===== src/rtl/aes_round_ctrl_if.sv =====
// Control bus between the AES round controller and its datapath / SPI front end.
interface aes_round_ctrl_if;
  logic       load;
  logic       init_en;
  logic       round_en;
  logic       mc_bypass;
  logic [3:0] round;
  logic [7:0] rcon;
  logic       capture_en;
  logic       busy;
  logic       done;

  // Controller side: samples load, drives the datapath enables and status.
  modport master (
    input  load,
    output init_en, round_en, mc_bypass, round, rcon, capture_en, busy, done
  );

  // Datapath / host side.
  modport slave (
    output load,
    input  init_en, round_en, mc_bypass, round, rcon, capture_en, busy, done
  );
endinterface


===== src/rtl/aes_round_ctrl.sv =====
// AES round sequencer: INIT, then NR x (SBOX_LAT wait cycles + one update cycle).
module aes_round_ctrl #(
  parameter int unsigned NR       = 10,
  parameter int unsigned SBOX_LAT = 1
) (
  input  logic              clk,
  input  logic              reset,
  aes_round_ctrl_if.master  bus
);

  localparam int unsigned RW = 4;
  localparam int unsigned KW = 8;
  localparam int unsigned WW = 2;

  typedef enum logic [2:0] {IDLE, INIT, SUB, UPD, DONE} state_e;

  state_e        state_q, state_d;
  logic          load_q;
  logic [RW-1:0] round_q, round_d;
  logic [KW-1:0] rcon_q, rcon_d;
  logic [WW-1:0] wait_q, wait_d;
  logic          init_en_q, round_en_q, final_q, busy_q, done_q;
  logic          start_c;

  function automatic logic [KW-1:0] xtime(input logic [KW-1:0] v);
    return {v[6:0], 1'b0} ^ (v[7] ? 8'h1b : 8'h00);
  endfunction

  assign start_c = load_q & ~bus.load;

  // Next-state, round counter, rcon and sbox wait counter.
  always_comb begin
    state_d = state_q;
    round_d = round_q;
    rcon_d  = rcon_q;
    wait_d  = wait_q;
    case (state_q)
      IDLE: begin
        if (start_c) begin
          state_d = INIT;
          round_d = '0;
          rcon_d  = 8'h01;
        end
      end
      INIT: begin
        if (bus.load) begin
          state_d = IDLE;
        end else begin
          state_d = SUB;
          round_d = RW'(1);
          rcon_d  = 8'h01;
          wait_d  = '0;
        end
      end
      SUB: begin
        if (bus.load) begin
          state_d = IDLE;
        end else if (wait_q == WW'(SBOX_LAT - 1)) begin
          state_d = UPD;
        end else begin
          wait_d = wait_q + WW'(1);
        end
      end
      UPD: begin
        if (bus.load) begin
          state_d = IDLE;
        end else if (round_q == RW'(NR)) begin
          state_d = DONE;
        end else begin
          state_d = SUB;
          round_d = round_q + RW'(1);
          rcon_d  = xtime(rcon_q);
          wait_d  = '0;
        end
      end
      DONE: begin
        if (bus.load) state_d = IDLE;
      end
      default: state_d = IDLE;
    endcase
  end

  // State and counters; outputs registered from the next-state decode so they align with the state.
  always_ff @(posedge clk) begin
    if (reset) begin
      state_q    <= IDLE;
      load_q     <= 1'b0;
      round_q    <= '0;
      rcon_q     <= 8'h01;
      wait_q     <= '0;
      init_en_q  <= 1'b0;
      round_en_q <= 1'b0;
      final_q    <= 1'b0;
      busy_q     <= 1'b0;
      done_q     <= 1'b0;
    end else begin
      state_q    <= state_d;
      load_q     <= bus.load;
      round_q    <= round_d;
      rcon_q     <= rcon_d;
      wait_q     <= wait_d;
      init_en_q  <= (state_d == INIT);
      round_en_q <= (state_d == UPD);
      final_q    <= (state_d == UPD) && (round_d == RW'(NR));
      busy_q     <= (state_d == INIT) || (state_d == SUB) || (state_d == UPD);
      done_q     <= (state_d == DONE);
    end
  end

  assign bus.init_en    = init_en_q;
  assign bus.round_en   = round_en_q;
  assign bus.mc_bypass  = final_q;
  assign bus.capture_en = final_q;
  assign bus.round      = round_q;
  assign bus.rcon       = rcon_q;
  assign bus.busy       = busy_q;
  assign bus.done       = done_q;

endmodule


===== src/flat_wrapper.sv =====
// flat-port wrapper written by rule: the top's interface ports become plain ports
module aes_round_ctrl_flat 
#(
  parameter int unsigned NR       = 10,
  parameter int unsigned SBOX_LAT = 1
)
  (clk, reset, bus_load, bus_init_en, bus_round_en, bus_mc_bypass, bus_round, bus_rcon, bus_capture_en, bus_busy, bus_done);
  aes_round_ctrl_if bus_i ();
  input  logic clk;
  input  logic reset;
  input wire logic [$bits(bus_i.load)-1:0] bus_load;
  output wire logic [$bits(bus_i.init_en)-1:0] bus_init_en;
  output wire logic [$bits(bus_i.round_en)-1:0] bus_round_en;
  output wire logic [$bits(bus_i.mc_bypass)-1:0] bus_mc_bypass;
  output wire logic [$bits(bus_i.round)-1:0] bus_round;
  output wire logic [$bits(bus_i.rcon)-1:0] bus_rcon;
  output wire logic [$bits(bus_i.capture_en)-1:0] bus_capture_en;
  output wire logic [$bits(bus_i.busy)-1:0] bus_busy;
  output wire logic [$bits(bus_i.done)-1:0] bus_done;
  assign bus_i.load = bus_load;
  assign bus_init_en = bus_i.init_en;
  assign bus_round_en = bus_i.round_en;
  assign bus_mc_bypass = bus_i.mc_bypass;
  assign bus_round = bus_i.round;
  assign bus_rcon = bus_i.rcon;
  assign bus_capture_en = bus_i.capture_en;
  assign bus_busy = bus_i.busy;
  assign bus_done = bus_i.done;
  aes_round_ctrl #(.NR(NR), .SBOX_LAT(SBOX_LAT)) u_core (.clk(clk), .reset(reset), .bus(bus_i));
endmodule

===== config.mk =====
export PLATFORM = sky130hd
export DESIGN_NAME = aes_round_ctrl_flat
export DESIGN_NICKNAME = d
export VERILOG_FILES = /design/src/rtl/aes_round_ctrl_if.sv /design/src/rtl/aes_round_ctrl.sv /design/src/flat_wrapper.sv
export SDC_FILE = /design/constraint.sdc
export NUM_CORES = 1
export LEC_CHECK = 0
export BUFFER_PORTS_ARGS = -buffer_cell sky130_fd_sc_hd__buf_2
export CAP_MARGIN = 20
export CELL_PAD_IN_SITES_DETAIL_PLACEMENT = 1
export CELL_PAD_IN_SITES_GLOBAL_PLACEMENT = 2
export CORE_MARGIN = 1
export CORE_UTILIZATION = 31
export CTS_CLUSTER_SIZE = 16
export DETAILED_ROUTE_END_ITERATION = 8
export PLACE_DENSITY = 0.85
export SLEW_MARGIN = 10
export SYNTH_ARGS = -nofsm -noshare
export SYNTH_HDL_FRONTEND = slang
export SYNTH_SLANG_ARGS = --single-unit

===== constraint.sdc =====
create_clock -name clk -period 2.1 [get_ports clk]
set_input_delay 0.21 -clock clk [delete_from_list [all_inputs] [get_ports clk]]
set_output_delay 0.21 -clock clk [all_outputs]
set_load 0.01 [all_outputs]

==> results_dict.tcl <==
set metrics [dict create \
    cp_cell_sequence "inv_1, ha_1, and3b_2, a2111o_1, or3_4, nor4b_2" \
    max_slew.worst_pin.slew_ps 571.0 \
    fin_cells 191 \
    grt-ovfl-total 0 \
    syn_area_per_cell_sq_um 8.709 \
    placed_cells 186 \
    finalCriticalPeriod_ps 2019 \
    whs_path_depth 2 \
    yosysUniqueCellTypes 38 \
    utilization 0.3791 \
    grt_pass1_wl_um 4278 \
    fp.dieW_um 61.50 \
    syn_nets 132 \
    grt_pass1_vias 938 \
    start_kind "flop" \
    cap_viol_max_count 0 \
    yosys_warnings 0 \
    power.leakage_nw 0.5252 \
    endpoint_kind "flop" \
    skew_ps 3.427 \
    fp.dieArea_sq_um 3782 \
    n_antenna_cell 0 \
    relSlewSlack 0.6188 \
    drive_gt1_frac 0.2552 \
    max-clock-path-buffers 2 \
    yosysSeqAreaShare 0.4196 \
    core-area_sq_um 3363 \
    r2r_slack_ps 80 \
    grt_max_degree 21 \
    cts_hold_buf 0 \
    clkLatencyLatePin_ps 310 \
    r2r-start "u_core.bus.round[0]$_SDFF_PP0_" \
    io_buffer_count 20 \
    status "completed" \
    core.rowCount 21 \
    wirelength_um 2733 \
    die_h_um 61.50 \
    synth_top_area_share 0.4196 \
    synth_edf_count 0 \
    setup_viol 0 \
    grt_use_total 0.1556 \
    vias 976 \
    wire_per_inst_um 14.31 \
    syn_inst 126 \
    finalNetCount 152 \
    fin_crit_sh 0.9613 \
    area_growth_pct 16.19 \
    synth.cell_area_sq_um 1097 \
    ys.flop_type "dfxtp_1" \
    reg2regPathDepth 6 \
    antenna_found_initial 0 \
    cp_max_fo 5 \
    slowest_stage "a2111o_1" \
    min_from "reset" \
    clock-root-buffer "clkbuf_4" \
    hp-class "input port to flop" \
    whs_endpoint "u_core.bus.round[1]$_SDFF_PP0_" \
    placed_cell_area_sq_um 1231 \
    finalHoldViolations 0 \
    cts_buffers 3 \
    critPathKind "flop to flop" \
    vdd_drop_max_v 0.0003052 \
    drtPass1Iterations 3 \
    r2r-end "u_core.bus.capture_en$_SDFF_PP0_" \
    arrival_ps 2250 \
    synth_area_leader_cell "dfxtp_1" \
    htree_levels 1 \
    clk_pin_slew_ps 130 \
    p_per_area_nw_per_um2 552.4 \
    ant_nets 0 \
    start_util 0.3263 \
    slew_violations 0 \
    drt_iter0_drc 21 \
    drcViolationCount 0 \
    hpwl_um 1924 \
    gp_congestion 0.8205 \
    cts_sinks 23 \
    cpPeakStageDelay_ps 460 \
    vias_per_cell 5.110 \
    yosys-top-cells-area "dfxtp_1 (42%), a21oi_1 (4.6%), nand2_1 (4.4%)" \
    cts_tree "yes" \
    max_freq_mhz 495.3 \
    pin_count 21 \
    design_area_sq_um 1275 \
    ys_ff_latch 23 \
    crit_required_ps 2330 \
    async_flop_share 0 \
]
worst max-delay path by stage:
stage	startpoint	end	depth (start not counted)
floorplan	u_core.bus.round[0]$_SDFF_PP0_	u_core.bus.capture_en$_SDFF_PP0_	7
global placement	u_core.bus.round[0]$_SDFF_PP0_	u_core.bus.capture_en$_SDFF_PP0_	6
detailed placement	u_core.bus.round[0]$_SDFF_PP0_	u_core.bus.capture_en$_SDFF_PP0_	6
CTS	u_core.bus.round[0]$_SDFF_PP0_	u_core.bus.capture_en$_SDFF_PP0_	6
global route	u_core.bus.round[0]$_SDFF_PP0_	u_core.bus.capture_en$_SDFF_PP0_	6
finish	u_core.bus.round[0]$_SDFF_PP0_	u_core.bus.capture_en$_SDFF_PP0_	6
flip-flops by register name, summed over array words and instances, names as in the netlist:
signal,cells
u_core.bus.done,1
u_core.bus.rcon,8
u_core.load_q,1
u_core.bus.init_en,1
u_core.bus.busy,1
u_core.state_q,3
u_core.wait_q,2
u_core.bus.round,4
u_core.bus.round_en,1
u_core.bus.capture_en,1
per-layer routing:
| metal | up-vias | share of wire | GRT usage | wire length, um |
|---|---|---|---|---|
| met5 | - | 0 | 0 | 0 |
| met4 | 0 | 0.0099 | 0.07619 | 27 |
| met3 | 4 | 0.040 | 0.03571 | 108 |
| met2 | 18 | 0.49 | 0.2535 | 1351 |
| met1 | 468 | 0.46 | 0.1928 | 1246 |
| li1 | 486 | - | - | - |
worst max-delay path: cells and delay by family, from the launching register on:
kind,cells,cell delay (ps)
DFF,1,350
buffers and inverters,1,50
adders and majority gates,1,200
and+or+nand+nor,3,870
AOI/OAI and AO/OA,1,460
layout make-up:
| class | count | area [sq um] |
|---|---|---|
| Fill cell | 428 | 2088 |
| Multi-Input combinational cell | 87 | 568.0 |
| Sequential cell | 23 | 461.7 |
| Timing Repair Buffer | 25 | 137.6 |
| Tap cell | 46 | 57.56 |
| Clock buffer | 3 | 22.52 |
| Inverter | 6 | 22.52 |
| Clock inverter | 1 | 5.005 |
timing repair:
item | CTS | global route
resized for setup | 0 | 4
endpoints found under the setup margin | 0 | 3
buffers inserted | 0 | 1
kinds of logic after synthesis:
kind of cell / synth area share
AO/OA/AOI/OAI: 0.1482
multiplexers: 0.02737
XOR/XNOR: 0.02395
flip-flops: 0.4196
AND/OR/NAND/NOR: 0.2771
buffers and inverters: 0.06954
adder cells (fa/ha/maj): 0.03421
synth_stat cells, types with 2 or more instances:
master / instances
a2111oi_0: 2
a21oi_1: 10
a22oi_1: 3
buf_4: 2
clkbuf_1: 5
dfxtp_1: 23
ha_1: 3
inv_1: 6
mux2i_1: 3
nand2_1: 13
nand2b_1: 4
nand4_1: 7
nor2_1: 12
nor2b_1: 2
nor3_1: 4
nor4_1: 2
or3_1: 2
xor2_1: 3
where the power goes:
group	total [mW]	internal, mW	switching, mW
registers	0.444	0.440	0.00401
logic	0.0479	0.0170	0.0309
clock network	0.212	0.0713	0.141
stage by stage:
step | total power [mW] | TNS, ps | hold slack, ps | setup WS (ps)
after CTS | 0.7146 | 0 | 264.1 | 60.55
final | 0.7043 | 0 | 269.5 | 81.19
after detailed placement | 0.5008 | 0 | 468.1 | 104.9
after floorplan | 0.4855 | 0 | 405.4 | 41.24
after global placement | 0.5001 | 0 | 453.0 | 199.1
after global routing | 0.7314 | -7.463 | 275.3 | -7.463
cell usage in the layout (no fill, tap or decap), types with 2 or more instances in the layout:
master	count
clkbuf_4	3
dfxtp_1	22
xor2_1	3
nor3_1	4
a21oi_1	10
inv_1	6
nand2b_1	4
buf_4	5
buf_2	20
nor2_1	12
nand2_1	13
mux2i_1	3
nor4_1	2
a22oi_1	3
nand4_1	7
nor2b_1	2
ha_1	3
Power figures use the tool's default switching activity.
